**config.mk**
```make
export PLATFORM = sky130hd
export DESIGN_NAME = conv_out_bank_sched
export DESIGN_NICKNAME = d
export VERILOG_FILES = /design/src/rtl/conv_sched_pkg.sv /design/src/rtl/bank_ptr_counter.sv /design/src/rtl/conv_out_bank_sched.sv
export SDC_FILE = /design/constraint.sdc
export NUM_CORES = 1
export LEC_CHECK = 0
export CORE_AREA = 2 2 178 180
export DETAILED_ROUTE_END_ITERATION = 8
export DIE_AREA = 0 0 180 182
export DONT_BUFFER_PORTS = 1
export GPL_TIMING_DRIVEN = 0
export HOLD_SLACK_MARGIN = 0.05
export PLACE_DENSITY = 0.39
export REMOVE_ABC_BUFFERS = 1
export SETUP_SLACK_MARGIN = 0.02
export SLEW_MARGIN = 20
export SYNTH_ARGS = -nofsm -noshare
export SYNTH_HDL_FRONTEND = slang
export SYNTH_HIERARCHICAL = 1
export SYNTH_SLANG_ARGS = --single-unit
```
**constraint.sdc**
```tcl
create_clock -name clk -period 6.6 [get_ports clk]
set_input_delay 0.66 -clock clk [delete_from_list [all_inputs] [get_ports clk]]
set_output_delay 0.66 -clock clk [all_outputs]
set_load 0.005 [all_outputs]
```
**src/rtl/conv_sched_pkg.sv**
```systemverilog
// conv_sched_pkg: shared types, defaults and width helper
// for the conv output bank scheduler.
package conv_sched_pkg;

  typedef enum logic [1:0] {
    IDLE  = 2'd0,
    FILL  = 2'd1,
    DRAIN = 2'd2
  } sched_state_t;

  localparam int DEF_NUM_BANKS  = 10;
  localparam int DEF_BANK_DEPTH = 4096;

  // Width able to index n items; never narrower than one bit.
  function automatic int width_of(input int n);
    return (n <= 1) ? 1 : $clog2(n);
  endfunction

endpackage

```
**src/rtl/bank_ptr_counter.sv**
```systemverilog
// bank_ptr_counter: word counter plus bank select, both
// wrapping at their configured limits.
module bank_ptr_counter
  import conv_sched_pkg::*;
#(
  parameter int NUM_BANKS  = DEF_NUM_BANKS,
  parameter int BANK_DEPTH = DEF_BANK_DEPTH,
  parameter int SEL_WIDTH  = width_of(NUM_BANKS),
  parameter int CNT_WIDTH  = width_of(BANK_DEPTH)
) (
  input  logic                 clk,
  input  logic                 reset,
  input  logic                 inc,
  input  logic                 clr,
  output logic [CNT_WIDTH-1:0] cnt,
  output logic [SEL_WIDTH-1:0] sel,
  output logic                 last_word,
  output logic                 last_bank
);

  assign last_word = (cnt == CNT_WIDTH'(BANK_DEPTH - 1));
  assign last_bank = (sel == SEL_WIDTH'(NUM_BANKS - 1));

  // Advance word count; wrap into the next bank at depth end.
  always_ff @(posedge clk) begin
    if (reset || clr) begin
      cnt <= '0;
      sel <= '0;
    end else if (inc) begin
      if (last_word) begin
        cnt <= '0;
        sel <= last_bank ? '0 : sel + 1'b1;
      end else begin
        cnt <= cnt + 1'b1;
      end
    end
  end

endmodule

```
**src/rtl/conv_out_bank_sched.sv**
```systemverilog
// conv_out_bank_sched: fills NUM_BANKS FIFO banks in order, then
// drains them in order. Option: CONV_OUT_BANK_SCHED_FLAG_CHECK_EN.
module conv_out_bank_sched
  import conv_sched_pkg::*;
#(
  parameter int DATA_WIDTH = 32,
  parameter int NUM_BANKS  = DEF_NUM_BANKS,
  parameter int BANK_DEPTH = DEF_BANK_DEPTH,
  parameter int SEL_WIDTH  = width_of(NUM_BANKS),
  parameter int CNT_WIDTH  = width_of(BANK_DEPTH)
) (
  input  logic                            clk,
  input  logic                            reset,
  input  logic                            valid_in,
  input  logic [DATA_WIDTH-1:0]           pxl_in,
  output logic [NUM_BANKS-1:0]            bank_wr_en,
  output logic [DATA_WIDTH-1:0]           bank_din,
  output logic [NUM_BANKS-1:0]            bank_rd_en,
  input  logic [NUM_BANKS-1:0]            bank_full,
  input  logic [NUM_BANKS-1:0]            bank_empty,
  input  logic [NUM_BANKS*DATA_WIDTH-1:0] bank_dout,
  output logic [DATA_WIDTH-1:0]           pxl_out,
  output logic                            valid_out,
  output logic                            busy,
  output logic                            overflow,
  output logic                            flag_err
);

  sched_state_t state;

  logic [CNT_WIDTH-1:0] wr_cnt;
  logic [SEL_WIDTH-1:0] wr_sel;
  logic                 wr_last_word;
  logic                 wr_last_bank;
  logic [CNT_WIDTH-1:0] rd_cnt;
  logic [SEL_WIDTH-1:0] rd_sel;
  logic                 rd_last_word;
  logic                 rd_last_bank;

  logic do_wr;
  logic do_rd;
  logic wr_done;
  logic rd_done;

  logic                  rd_v_a;
  logic                  rd_v_b;
  logic [SEL_WIDTH-1:0]  sel_a;
  logic [SEL_WIDTH-1:0]  sel_b;
  logic [DATA_WIDTH-1:0] dout_sel;

  function automatic logic [NUM_BANKS-1:0] onehot(
    input logic [SEL_WIDTH-1:0] s
  );
    logic [NUM_BANKS-1:0] v;
    v    = '0;
    v[s] = 1'b1;
    return v;
  endfunction

  // Write/read qualification; empty gating holds the read counter.
  always_comb begin
    do_wr   = valid_in && (state != DRAIN);
    do_rd   = (state == DRAIN) && !bank_empty[rd_sel];
    wr_done = do_wr && wr_last_word && wr_last_bank;
    rd_done = do_rd && rd_last_word && rd_last_bank;
  end

  bank_ptr_counter #(
    .NUM_BANKS (NUM_BANKS),
    .BANK_DEPTH(BANK_DEPTH),
    .SEL_WIDTH (SEL_WIDTH),
    .CNT_WIDTH (CNT_WIDTH)
  ) u_wr (
    .clk      (clk),
    .reset    (reset),
    .inc      (do_wr),
    .clr      (wr_done),
    .cnt      (wr_cnt),
    .sel      (wr_sel),
    .last_word(wr_last_word),
    .last_bank(wr_last_bank)
  );

  bank_ptr_counter #(
    .NUM_BANKS (NUM_BANKS),
    .BANK_DEPTH(BANK_DEPTH),
    .SEL_WIDTH (SEL_WIDTH),
    .CNT_WIDTH (CNT_WIDTH)
  ) u_rd (
    .clk      (clk),
    .reset    (reset),
    .inc      (do_rd),
    .clr      (wr_done),
    .cnt      (rd_cnt),
    .sel      (rd_sel),
    .last_word(rd_last_word),
    .last_bank(rd_last_bank)
  );

  // FSM with registered enables; rd_en is registered too so the
  // first read never lands in the same cycle as the last write.
  always_ff @(posedge clk) begin
    if (reset) begin
      state      <= IDLE;
      bank_wr_en <= '0;
      bank_din   <= '0;
      bank_rd_en <= '0;
      busy       <= 1'b0;
      overflow   <= 1'b0;
    end else begin
      bank_wr_en <= do_wr ? onehot(wr_sel) : '0;
      bank_rd_en <= do_rd ? onehot(rd_sel) : '0;
      if (do_wr) begin
        bank_din <= pxl_in;
      end
      case (state)
        IDLE: begin
          busy <= valid_in;
          if (valid_in) begin
            state <= wr_done ? DRAIN : FILL;
          end
        end
        FILL: begin
          busy <= 1'b1;
          if (wr_done) begin
            state <= DRAIN;
          end
        end
        DRAIN: begin
          busy <= 1'b1;
          if (valid_in) begin
            overflow <= 1'b1;
          end
          if (rd_done) begin
            state <= IDLE;
          end
        end
        default: begin
          state <= IDLE;
          busy  <= 1'b0;
        end
      endcase
    end
  end

  // Bank word picked by the twice-delayed select.
  always_comb begin
    dout_sel = '0;
    for (int k = 0; k < NUM_BANKS; k++) begin
      if (sel_b == SEL_WIDTH'(k)) begin
        dout_sel = bank_dout[k*DATA_WIDTH +: DATA_WIDTH];
      end
    end
  end

  // Two-stage output pipe; runs on after the FSM returns to IDLE.
  always_ff @(posedge clk) begin
    if (reset) begin
      rd_v_a    <= 1'b0;
      rd_v_b    <= 1'b0;
      sel_a     <= '0;
      sel_b     <= '0;
      valid_out <= 1'b0;
      pxl_out   <= '0;
    end else begin
      rd_v_a    <= do_rd;
      sel_a     <= rd_sel;
      rd_v_b    <= rd_v_a;
      sel_b     <= sel_a;
      valid_out <= rd_v_b;
      if (rd_v_b) begin
        pxl_out <= dout_sel;
      end
    end
  end

`ifdef CONV_OUT_BANK_SCHED_FLAG_CHECK_EN
  logic unused_cnt;
  assign unused_cnt = ^wr_cnt;

  // Sticky error when bank flags disagree with the counters.
  always_ff @(posedge clk) begin
    if (reset) begin
      flag_err <= 1'b0;
    end else if ((|(bank_wr_en & bank_full)) ||
                 ((state == DRAIN) && bank_empty[rd_sel] &&
                  (rd_cnt != '0))) begin
      flag_err <= 1'b1;
    end
  end
`else
  logic unused_cnt;
  assign unused_cnt = ^{wr_cnt, rd_cnt, bank_full};
  assign flag_err   = 1'b0;
`endif

endmodule

```
After elaboration in Yosys (flattened, before gate mapping)
Cells that the tools add are included.

Bitwise operators: 2. Mux-type cells: 26. $lt $le $gt $ge: 4. Add/subtract/negate cells: 4. Reductions and logical operators: 19. Equality and inequality tests: 19.

Operators by type and width (count): $mux 32 (10); $add 12x1->12 const B (2); $eq 12x12->1 const B (2); $mux 12 (2); $eq 4x3->1 const B (4); $eq 4x4->1 const B (4); $lt 4x5->1 const B (2); $add 4x1->4 const B (2); $demux 1 s4 (2); $eq 4x2->1 const B (2); $ge 4x1->1 const B (2); $logic_and 1x1->1 (8); $mux 2 (4); $mux 4 (2); $ne 2x2->1 const B (3); $pmux 2 s3 (1); $reduce_and 2->1 (3); $reduce_or 2->1 (3); $bmux 1 s4 (1); $eq 4x1->1 const B (1); $logic_not 4->1 (1); $mux 1 (3); $reduce_and 3->1 (1); $eq 2x1->1 const B (1); 7 further kinds (8).

Word-level logic and storage cells: 90. Bits in registers: 131. Bits of input ports: 375. Output and inout port bits: 88.

Logic depth before layout (Yosys ltp)
Gate-level depths: netlist (run 1).

Word-level depth: 11. Depth in mapped cells: 12. Gate-level depth less buffers: 9.

Cells and area by module
The synthesis (run 1) kept the hierarchy.

By module, submodules not included: conv_out_bank_sched (seq. area each 1981.9 µm², instances 1, area an instance 6551.3 µm², cells an instance 838); bank_ptr_counter (seq. area each 320.3 µm², instances 2, area an instance 748.2 µm², cells an instance 86).

Worst setup path after synthesis (run 1)
No wires, ideal clock.

Kind: in2reg. From: input bank_empty[3]. To: register u_rd.sel[1]. Arrival time: 2.794 ns. Buffers on the path: 1. Library setup time: 0.066 ns. Cell stages on the path: 8. Setup slack: 3.740 ns. Data required time: 6.534 ns. Cell sequence: mux4_2 > o211a_1 > a211oi_1 > clkbuf_1 > nand3_1 > or4_4 > or3_1 > a21oi_2.

Word-level cells in the longest chain between the ends: 5.

RTL lines: from (decl) (RTL line conv_out_bank_sched.sv:20) `input logic [NUM_BANKS-1:0] bank_empty,`; $bmux 1 s4 (RTL line conv_out_bank_sched.sv:63) `do_rd = (state == DRAIN) && !bank_empty[rd_sel];`; $mux 1 (implied by the code) (RTL line conv_out_bank_sched.sv:63); $logic_not 1->1 (RTL line conv_out_bank_sched.sv:63); $logic_and 1x1->1 (RTL line conv_out_bank_sched.sv:63); via do_rd (RTL line conv_out_bank_sched.sv:41) `logic do_rd;`; $reduce_and 2->1 (no line); to (signal assigned) (RTL line bank_ptr_counter.sv:32) `sel <= last_bank ? '0 : sel + 1'b1;`; to (decl) (RTL line bank_ptr_counter.sv:16) `output logic [SEL_WIDTH-1:0] sel,`.

The timed path passes the listed nets, and every way through them passes these cells. The select of a mux whose other input is x is not followed. A chain may end at the register's enable or synchronous reset.

Worst setup path in the final report (run 1)
From: register u_rd.sel[0]. To: register u_rd.cnt[1].

Word-level cells in the longest chain between the ends: 4.

RTL lines: $bmux 1 s4 (RTL line conv_out_bank_sched.sv:63); $mux 1 (implied by the code) (RTL line conv_out_bank_sched.sv:63); $logic_not 1->1 (RTL line conv_out_bank_sched.sv:63); $logic_and 1x1->1 (RTL line conv_out_bank_sched.sv:63); via do_rd (RTL line conv_out_bank_sched.sv:41); to (signal assigned) (RTL line bank_ptr_counter.sv:34) `cnt <= cnt + 1'b1;`; to (decl) (RTL line bank_ptr_counter.sv:15) `output logic [CNT_WIDTH-1:0] cnt,`.

The timed path passes the listed nets, and every way through them passes these cells. The select of a mux whose other input is x is not followed.

==> results of run 1 <==
## sequential cells by signal, summed over array words and instances (netlist names), 10 cells and up
name,cells
bank_din,32
pxl_out,32
u_rd/cnt,12
u_wr/cnt,12
bank_rd_en,10
bank_wr_en,10
## worst max-delay path: stages, from the launching register on
cell,delay (ns)
dfxtp_1,0.63
mux4_2,0.59
o211a_1,0.29
a211oi_1,0.81
nand2_1,0.34
nor4_1,0.42
or2_2,0.31
nor2_1,0.08
## routing by layer
metal	global-route usage, %	part of all wire, %	up-vias
li1	-	-	3542
met1	23.1	42	3486
met2	30.2	47	304
met3	5.64	7.3	60
met4	9.01	3.9	4
met5	0	0.084	-
## worst paths after layout
path / from / to / slack (ns) / depth (start not counted)
max: u_rd/sel[0] / u_rd/cnt[1] / 3.03 / 7
min reg2reg: sel_a[2] / sel_b[2] / 0.43 / 1
max reg2reg: u_rd/sel[0] / u_rd/cnt[1] / 3.03 / 7
min: reset / pxl_out[11] / 0.31 / 1
## layout make-up
type / instances / area share [%]
Timing Repair Buffer: 9 / 2.17
Sequential cell: 131 / 29.1
Inverter: 16 / 0.692
Antenna cell: 9 / 0.249
Clock buffer: 18 / 4.74
Tap cell: 402 / 5.56
Multi-Input combinational cell: 777 / 55.6
Clock inverter: 14 / 1.84
## through the flow
step	instance area [µm²]	hold slack (ns)	utilization [%]	power (W)	TNS, ns
6_report	9050	0.311	29.2	0.00200	0
5_1_grt	9040	0.299	29.2	0.00210	0
3_3_place_gp	8190	0.419	26.4	0.00103	-50.93
2_1_floorplan	7690	0.414	-	0.000985	0
4_1_cts	9020	0.288	29.1	0.00204	0
3_5_place_dp	8430	0.420	27.2	0.00103	0
## cells by family after synthesis
group / after synthesis
XOR/XNOR: 22
multiplexers: 85
adder cells (fa/ha/maj): 6
other: 1
AO/OA/AOI/OAI: 265
AND/OR/NAND/NOR: 398
flip-flops: 131
buffers and inverters: 102
## Yosys cell counts (all sizes together), types with 6 or more instances
master	instances	area, µm²
ha	6	75.1
buf	26	133
mux4	23	518
nor3b	27	203
o21ai	57	285
nor2b	14	87.6
mux2i	59	591
a211oi	12	90.1
inv	14	52.6
nor3	40	210
xnor2	16	140
nor4	12	75.1
dfxtp	131	2620
a31oi	8	50.1
nand4	8	75.1
a21oi	107	543
o32ai	26	228
clkbuf	60	225
nand2	132	495
or2	11	68.8
nand3	7	35.0
nand2b	18	113
xor2	6	52.6
o22ai	23	144
nor2	100	375
## power by group
part,internal (W),switching (W),total (W)
Sequential,0.000819,0.0000264,0.000846
Clock,0.000571,0.000417,0.000988
Combinational,0.0000710,0.0000936,0.000165
## cells in the final DEF (no fill, tap or decap), types with 4 or more instances in the layout
| master | synthesis | final |
|---|---|---|
| a21o_1 | 5 | 5 |
| inv_1 | 14 | 14 |
| diode_2 | 0 | 9 |
| xor2_1 | 6 | 6 |
| a21oi_1 | 105 | 105 |
| nor3_1 | 38 | 38 |
| buf_16 | 0 | 5 |
| o22ai_1 | 23 | 23 |
| a221o_1 | 5 | 5 |
| mux4_2 | 23 | 23 |
| nand4_2 | 4 | 4 |
| o32ai_1 | 26 | 26 |
| a2bb2oi_1 | 4 | 4 |
| dfxtp_1 | 131 | 127 |
| mux2i_1 | 59 | 59 |
| a211oi_1 | 12 | 12 |
| nor2b_1 | 14 | 14 |
| nand3_1 | 7 | 7 |
| or3_1 | 4 | 4 |
| nor4_1 | 12 | 12 |
| nor2_1 | 100 | 100 |
| o21ai_0 | 56 | 56 |
| xnor2_1 | 16 | 16 |
| nor3b_1 | 27 | 26 |
| inv_6 | 0 | 5 |
| nand2_1 | 132 | 130 |
| ha_1 | 6 | 6 |
| nand2b_1 | 18 | 17 |
| a31oi_1 | 8 | 8 |
| or2_2 | 11 | 11 |
| nand4_1 | 4 | 4 |
| clkbuf_16 | 0 | 17 |
==> run metrics, run 1 <==
status finished clean; simple-gate area share of the yosys netlist between 20% and 30%; root buffer cell clkbuf_16; Total GRT Usage 18.8%; later-pin clock latency in the skew report ~0.42 ns; Placement Setup Slack 3.04 ns; FF+latch count, synth 131; Final Max Slew Viols 0; pin count of the biggest net entering global routing 87; First-pass DRT Iterations 5; Vias/cell 5.38; Worst EP required just under 7 ns; Die Span X 180 µm; Post-CTS Hold Fix Bufs 0; I/O pin total 463; remaining antenna violation count after routing 0; startpoint types flop; Synth Area in Adders less than 1%; global-route wire length before repair 47100 µm; xor/xnor cell area share of the yosys netlist under 10%; DRT iter0 DRCs around 430; CTS max path bufs 2; Die H roughly 180 µm; postcts setup bufs 0; Final period util 54.1%; register area share after synthesis 32.6%; Slew @ Worst Pin 0.959 ns; Non-Filler Instances 1376; worst clock skew 0.0132 ns; Die ar. 32800 µm²; top_reg_cell synth dfxtp_1; routed len/inst 23.5 µm; final net count 1333; setup violators final 0; total congestion overflow 0; vias in the first global route 7264; Yosys warnings 6; Mean Syn Cell Area around 8.0 µm²; Routed WL ~32000 µm; Worst Path Max Fanout 12; layout cell share with drive strength beyond 1 between 10% and 20%; Post-synth EDFFs 0; main combinational cell family by area after synthesis simple AND/OR/NAND/NOR gates; slew margin rel. 35.7%; Final Critical Period 3.57 ns; placed insts 1335; mux contribution to synthesized area 14.2%; Max-Cap Viols 0; RSZ-0062 raised after global routing false; Fmax 280 MHz; post_cts resized 0; H-tree depth 4; WS Path Type flop to flop; worst min-delay path class primary input to flop; fillers 3378; Hold Fails Final Rpt 0; leakage 2.72 nW; Netlist cell types 63; CTS tree yes; Worst-path clk slew 0.07 ns; DP HPWL around 24000 µm; Area growth, synth to finish 12.4%; Cell Pwr Density roughly 220 nW/µm²; compound-cell area share of the yosys netlist 20.0%; area of the multi-input gates 5030 µm²; Final GP Congestion 0.870; core area roughly 31000 µm²; antenna violations before repair 12; Port Buffers 0; Starting Density 26.0%; peak supply drop 0.000122 V; Clock Sinks between 100 and 150; via count approximately 7400; Syn Inst Count around 1000; share of flip-flops with an asynchronous set or reset 0%; setup ws final 3.03 ns; Worst EP arrival 3.88 ns; clock buffers created by TritonCTS 17; FP Rows 65; Mapped Area 8050 µm²; DR DRC count 0; Worst setup EP type flop; register area 2640 µm²
(Power assumes the default switching activity.)
==> inputs of run 2 (changes only) <==
--- a/config.mk
+++ b/config.mk
@@ -11,7 +11,7 @@
 export DONT_BUFFER_PORTS = 1
 export GPL_TIMING_DRIVEN = 0
 export HOLD_SLACK_MARGIN = 0.05
-export PLACE_DENSITY = 0.39
+export PLACE_DENSITY = 0.41
 export REMOVE_ABC_BUFFERS = 1
 export SETUP_SLACK_MARGIN = 0.02
 export SLEW_MARGIN = 20
==> constraint.sdc (replaced) <==
create_clock -name clk -period 3.2 [get_ports clk]
set_input_delay 0.32 -clock clk [delete_from_list [all_inputs] [get_ports clk]]
set_output_delay 0.32 -clock clk [all_outputs]
set_load 0.005 [all_outputs]
==> run metrics, run 2 (synthesis gave the netlist of run 1 again) <==
Vias/cell between 5 and 6; final net count 1369; Final Critical Period about 3.0 ns; sw power ~0.0011 W; crit-path leading delay family simple AND/OR/NAND/NOR gates; hold slack 0.0697 ns; FP Rows 65; Final GP Congestion 0.825; pin count of the biggest net entering global routing 80; Total GRT Usage 18.6%; slew margin rel. about 48%; peak supply drop 0.000312 V; Hold Fails Final Rpt 0; Critical Path Max Stage Delay 0.64 ns; worst clock skew around 0.011 ns; Comb pwr share a little under a tenth; setup violators final 0; critical path, cell by cell buf_16 -> nor3b_2 -> nand2_2 -> o22ai_1 -> o32ai_1; DP HPWL 23900 µm; later-pin clock latency in the skew report 0.42 ns; status finished clean; Die Span X 180 µm; postcts setup bufs 0; CTS tree yes; via count between 7000 and 8000; CP bufs+invs 1; Max-Cap Viols 0; vias in the first global route between 7000 and 8000; Worst EP arrival 3.22 ns; RSZ-0062 raised after global routing false; Non-Filler Instances 1411; remaining antenna violation count after routing 0; worst min-delay path class primary input to flop; Die H 182 µm; WS Path Type flop to flop; I/O pin total 463; First-pass DRT Iterations 5; routed len/inst 22.6 µm; Routed WL 31900 µm; most frequent cells in the layout 130 x nand2_1, 125 x dfxtp_1, 105 x a21oi_1; DRT iter0 DRCs 356; Die ar. 32800 µm²; Placement Setup Slack -0.290 ns; global-route wire length before repair between 40000 and 50000 µm; Seq pwr share 41.6%; sw frac between 20% and 30%; Largest regs bank_din: 32 flops, pxl_out: 32 flops; placed insts 1335; total congestion overflow 0; most common cell after layout, fill and taps aside nand2_1; Starting Density between 20 and 30%; CTS max path bufs 2; Power Internal just over 0.003 W; root buffer cell clkbuf_16; Port Buffers 0; startpoint types flop; clock buffers created by TritonCTS 17; Worst EP required 3.47 ns; Worst setup EP type flop; leakage 2.89 nW; setup ws final 0.249 ns; Worst-path clk slew 0.07 ns; layout cell share with drive strength beyond 1 11.2%; Final Max Slew Viols 0; Area growth, synth to finish 17.5%; antenna violations before repair 9; Slew @ Worst Pin 0.781 ns; register area 2640 µm²; Final period util between 90% and 100%; DR DRC count 0; area of the multi-input gates 5050 µm²; Cell Pwr Density 444 nW/µm²; core area between 30000 and 40000 µm²; Fmax 339 MHz; Worst Path Max Fanout 31; flop-to-flop setup slack 0.25 ns; slowest CP cell dfxtp_2; H-tree depth 4; Clock Sinks roughly 130; clock network power share 48.8%; fillers 3375
## run 2: cell types whose count changed in the layout (fill, tap and decap cells not counted), moves of 2 or more
cell,change
clkinv_2,-2
dfxtp_1,-2
dlygate4sd3_1,+35
clkinv_4,+2
dfxtp_2,+2
## run 2: path summary, 6_finish.rpt
check | from | depth (start not counted) | to
worst max-delay path | sel_b[3] | 5 | pxl_out[24]
worst min-delay path | pxl_in[17] | 2 | bank_din[17]
worst max register to register | sel_b[3] | 5 | pxl_out[24]
worst min register to register | sel_a[0] | 1 | sel_b[0]
## run 2: final cells by class
type                       instances  area share [%]
antenna                            8           0.212
clock buffer                      19            4.69
clock inverter                    13            1.69
inverter                          16           0.702
multi-input combinational        777            53.4
sequential                       131            27.9
tap                              402            5.32
timing repair buffer              45            6.08
## run 2: per-layer routing
layer / vias to the layer above / global-route usage, % / wire length [µm] / share of wire [%]
met5: - / 0 / 13 / 0.041
met4: 2 / 6.89 / 514 / 1.6
met3: 27 / 5.44 / 2260 / 7.1
met2: 287 / 30.4 / 15800 / 49
met1: 3625 / 23.0 / 13300 / 42
li1: 3620 / - / - / -
## run 2: power groups by stage
stage,Sequential (W),Combinational [W],Clock (W)
finish,0.00175,0.000401,0.00205
global route,0.00175,0.000453,0.00220
CTS,0.00175,0.000403,0.00212
detailed placement,0.00178,0.000342,0
global placement,0.00179,0.000336,0
floorplan,0.00176,0.000267,0
## run 2: repair_timing
item	in CTS	in global routing
setup endpoints to repair	27	26
hold buffers	36	0
endpoints found under the hold margin	79	0
gates resized for setup	2	4
## run 2: per-stage QoR
stage | area [µm²] | power [W] | setup TNS (ns) | utilization [%]
finish | 9450 | 0.00420 | 0 | 30.5
detailed placement | 8430 | 0.00213 | -5.14 | 27.2
CTS | 9420 | 0.00428 | 0 | 30.4
global placement | 8190 | 0.00212 | -211.91 | 26.4
floorplan | 7690 | 0.00203 | -74.16 | -
global route | 9450 | 0.00441 | 0 | 30.5
==> inputs of run 3 (changes only) <==
--- a/config.mk
+++ b/config.mk
@@ -5,9 +5,10 @@
 export SDC_FILE = /design/constraint.sdc
 export NUM_CORES = 1
 export LEC_CHECK = 0
-export CORE_AREA = 2 2 178 180
+export ABC_AREA = 1
+export CORE_AREA = 2 2 180 182
 export DETAILED_ROUTE_END_ITERATION = 8
-export DIE_AREA = 0 0 180 182
+export DIE_AREA = 0 0 182 184
 export DONT_BUFFER_PORTS = 1
 export GPL_TIMING_DRIVEN = 0
 export HOLD_SLACK_MARGIN = 0.05
==> run metrics, run 3 <==
slowest CP cell inv_2; routed len/inst between 15 and 20 µm; Worst EP arrival about 2.8 ns; CTS max path bufs 2; Die Span X 182 µm; Post-synth EDFFs 0; pin count of the biggest net entering global routing between 50 and 60; setup violators final 0; Area contributors post-synth dfxtp_1 32%, nand2_1 19%, nor2_1 10%; Slew @ Worst Pin 1.08 ns; Critical Path Max Stage Delay 0.73 ns; Worst setup EP type flop; total congestion overflow 0; Power, Total ~0.0045 W; Syn Inst Count 1372; share of the synthesized area in the top cell type 31.8%; Die H 184 µm; Starting Density 26.3%; FF+latch count, synth 131; most frequent cells in the layout 416 x nand2_1, 222 x nor2_1, 153 x inv_1; Area growth, synth to finish 16.1%; Max-Cap Viols 0; Yosys warnings 6; fillers around 3500; Post-CTS Hold Fix Bufs 32; Final period util 77.4%; Fmax 404 MHz; top-count cell post-synth nand2_1; First-pass DRT Iterations 5; slew margin rel. 28.3%; Post-DP Area 8610 µm²; top_reg_cell synth dfxtp_1; post-route cell area about 9600 µm²; Vias/cell 4.77; Register-to-Register Path Depth 8; share of flip-flops with an asynchronous set or reset 0%; Placement Setup Slack about 0.65 ns; Total GRT Usage about a fifth; worst min-delay path class primary input to flop; Mapped Area 8250 µm²; post_cts resized 0; RSZ-0062 raised after global routing false; WS Path Type flop to flop; FP Rows 65; DRT iter0 DRCs 409; CTS tree yes; Final Critical Period around 2.5 ns; startpoint types flop; Worst EP required 3.56 ns; Largest regs bank_din: 32 flops, pxl_out: 32 flops; DP HPWL 24400 µm; WHS Path Cells 2; remaining antenna violation count after routing 0; Worst-path clk slew 0.06 ns; Routed WL 32900 µm; Netlist cell types 32; leakage 4.21 nW; H-tree depth 4; Cell Pwr Density 473 nW/µm²; Clock Sinks between 100 and 150; Final GP Congestion between 0.8 and 0.9; layout cell share with drive strength beyond 1 9.84%; status finished clean; flop-to-flop setup slack 0.72 ns; antenna violations before repair 4; setup_tns 0 ns; most common cell after layout, fill and taps aside nand2_1; DR DRC count 0; via count 8525; Final Max Slew Viols 0; Port Buffers 0; critical path, cell by cell inv_1 -> nor2_1 -> nand2_2 -> inv_2 -> a21oi_1 -> nand3_1 -> nand2_1 -> a21oi_2; final net count between 1500 and 2000; end-of-flow core utilization between 30 and 40%; root buffer cell clkbuf_16; Post-synth top cells 418 x nand2_1, 225 x nor2_1, 155 x inv_1, 131 x dfxtp_1; peak supply drop 0.000368 V; setup ws final 0.723 ns; Worst Path Max Fanout 32; Hold Fails Final Rpt 0; vias in the first global route 8434; global-route wire length before repair 48300 µm; clock buffers created by TritonCTS 17; Die ar. approximately 33000 µm²; biggest area consumer among synthesized cells dfxtp_1; core area 31400 µm²; worst clock skew 0.00835 ns; register area share after synthesis 31.8%; postcts setup bufs 0; I/O pin total 463; Mean Syn Cell Area ~6.0 µm²; later-pin clock latency in the skew report 0.43 ns
run 3: cell types whose count changed after synthesis, sizes merged, moves of 26 or more:
cell,delta
o32ai,-26
nand3,+58
nor3b,-27
clkbuf,-30
mux2i,-57
inv,+147
nor2,+142
nand2,+321
nand4,+27
run 3: power breakdown:
part	switching, W	internal, W
clock network	0.000741	0.00133
registers	0.000110	0.00176
logic	0.000378	0.000213
run 3: cell families after synthesis:
group	after synthesis	synth area share [%]
compound gates	154	10.4
xor+xnor	10	1.06
fa+ha+maj	6	0.910
buf+inv	225	11.4
flops	131	31.8
mux	2	0.243
other cells	1	0.0455
simple gates	843	44.2
run 3: final cells by class:
| class | count | area [µm²] | share of cell area (%) |
|---|---|---|---|
| well taps | 402 | 503 | 5.25 |
| inverters | 165 | 619 | 6.47 |
| clock buffers | 24 | 502 | 5.24 |
| multi-input cells | 1016 | 4720 | 49.3 |
| flip-flops and latches | 131 | 2620 | 27.4 |
| repair buffers | 38 | 480 | 5.02 |
| diodes | 2 | 5.00 | 0.0523 |
| clock inverters | 8 | 123 | 1.28 |
run 3: per-layer routing:
layer,vias to the layer above,routed length [µm],track usage [%]
li1,4236,-,-
met1,3856,13200,21.0
met2,358,15900,33.5
met3,71,2560,5.90
met4,4,1240,8.55
met5,-,27,0
run 3: stage by stage:
stage,instances,hold WS (ns)
finish,1786,0.0663
global route,1785,0.0590
floorplan,1312,0.382
global placement,1714,0.390
CTS,1784,0.0580
detailed placement,1720,0.385
run 3: final timing paths:
path,start,endpoint
min reg2reg,rd_v_a,rd_v_b
min,pxl_in[26],bank_din[26]
max reg2reg,sel_b[0],pxl_out[16]
max,sel_b[0],pxl_out[16]
run 3: critical path: cells and delay by family (launching register included):
kind	cells	cell delay (ns)
flip-flops	1	0.44
AND/OR/NAND/NOR	4	0.90
AO/OA/AOI/OAI	2	0.21
buffers and inverters	2	0.83
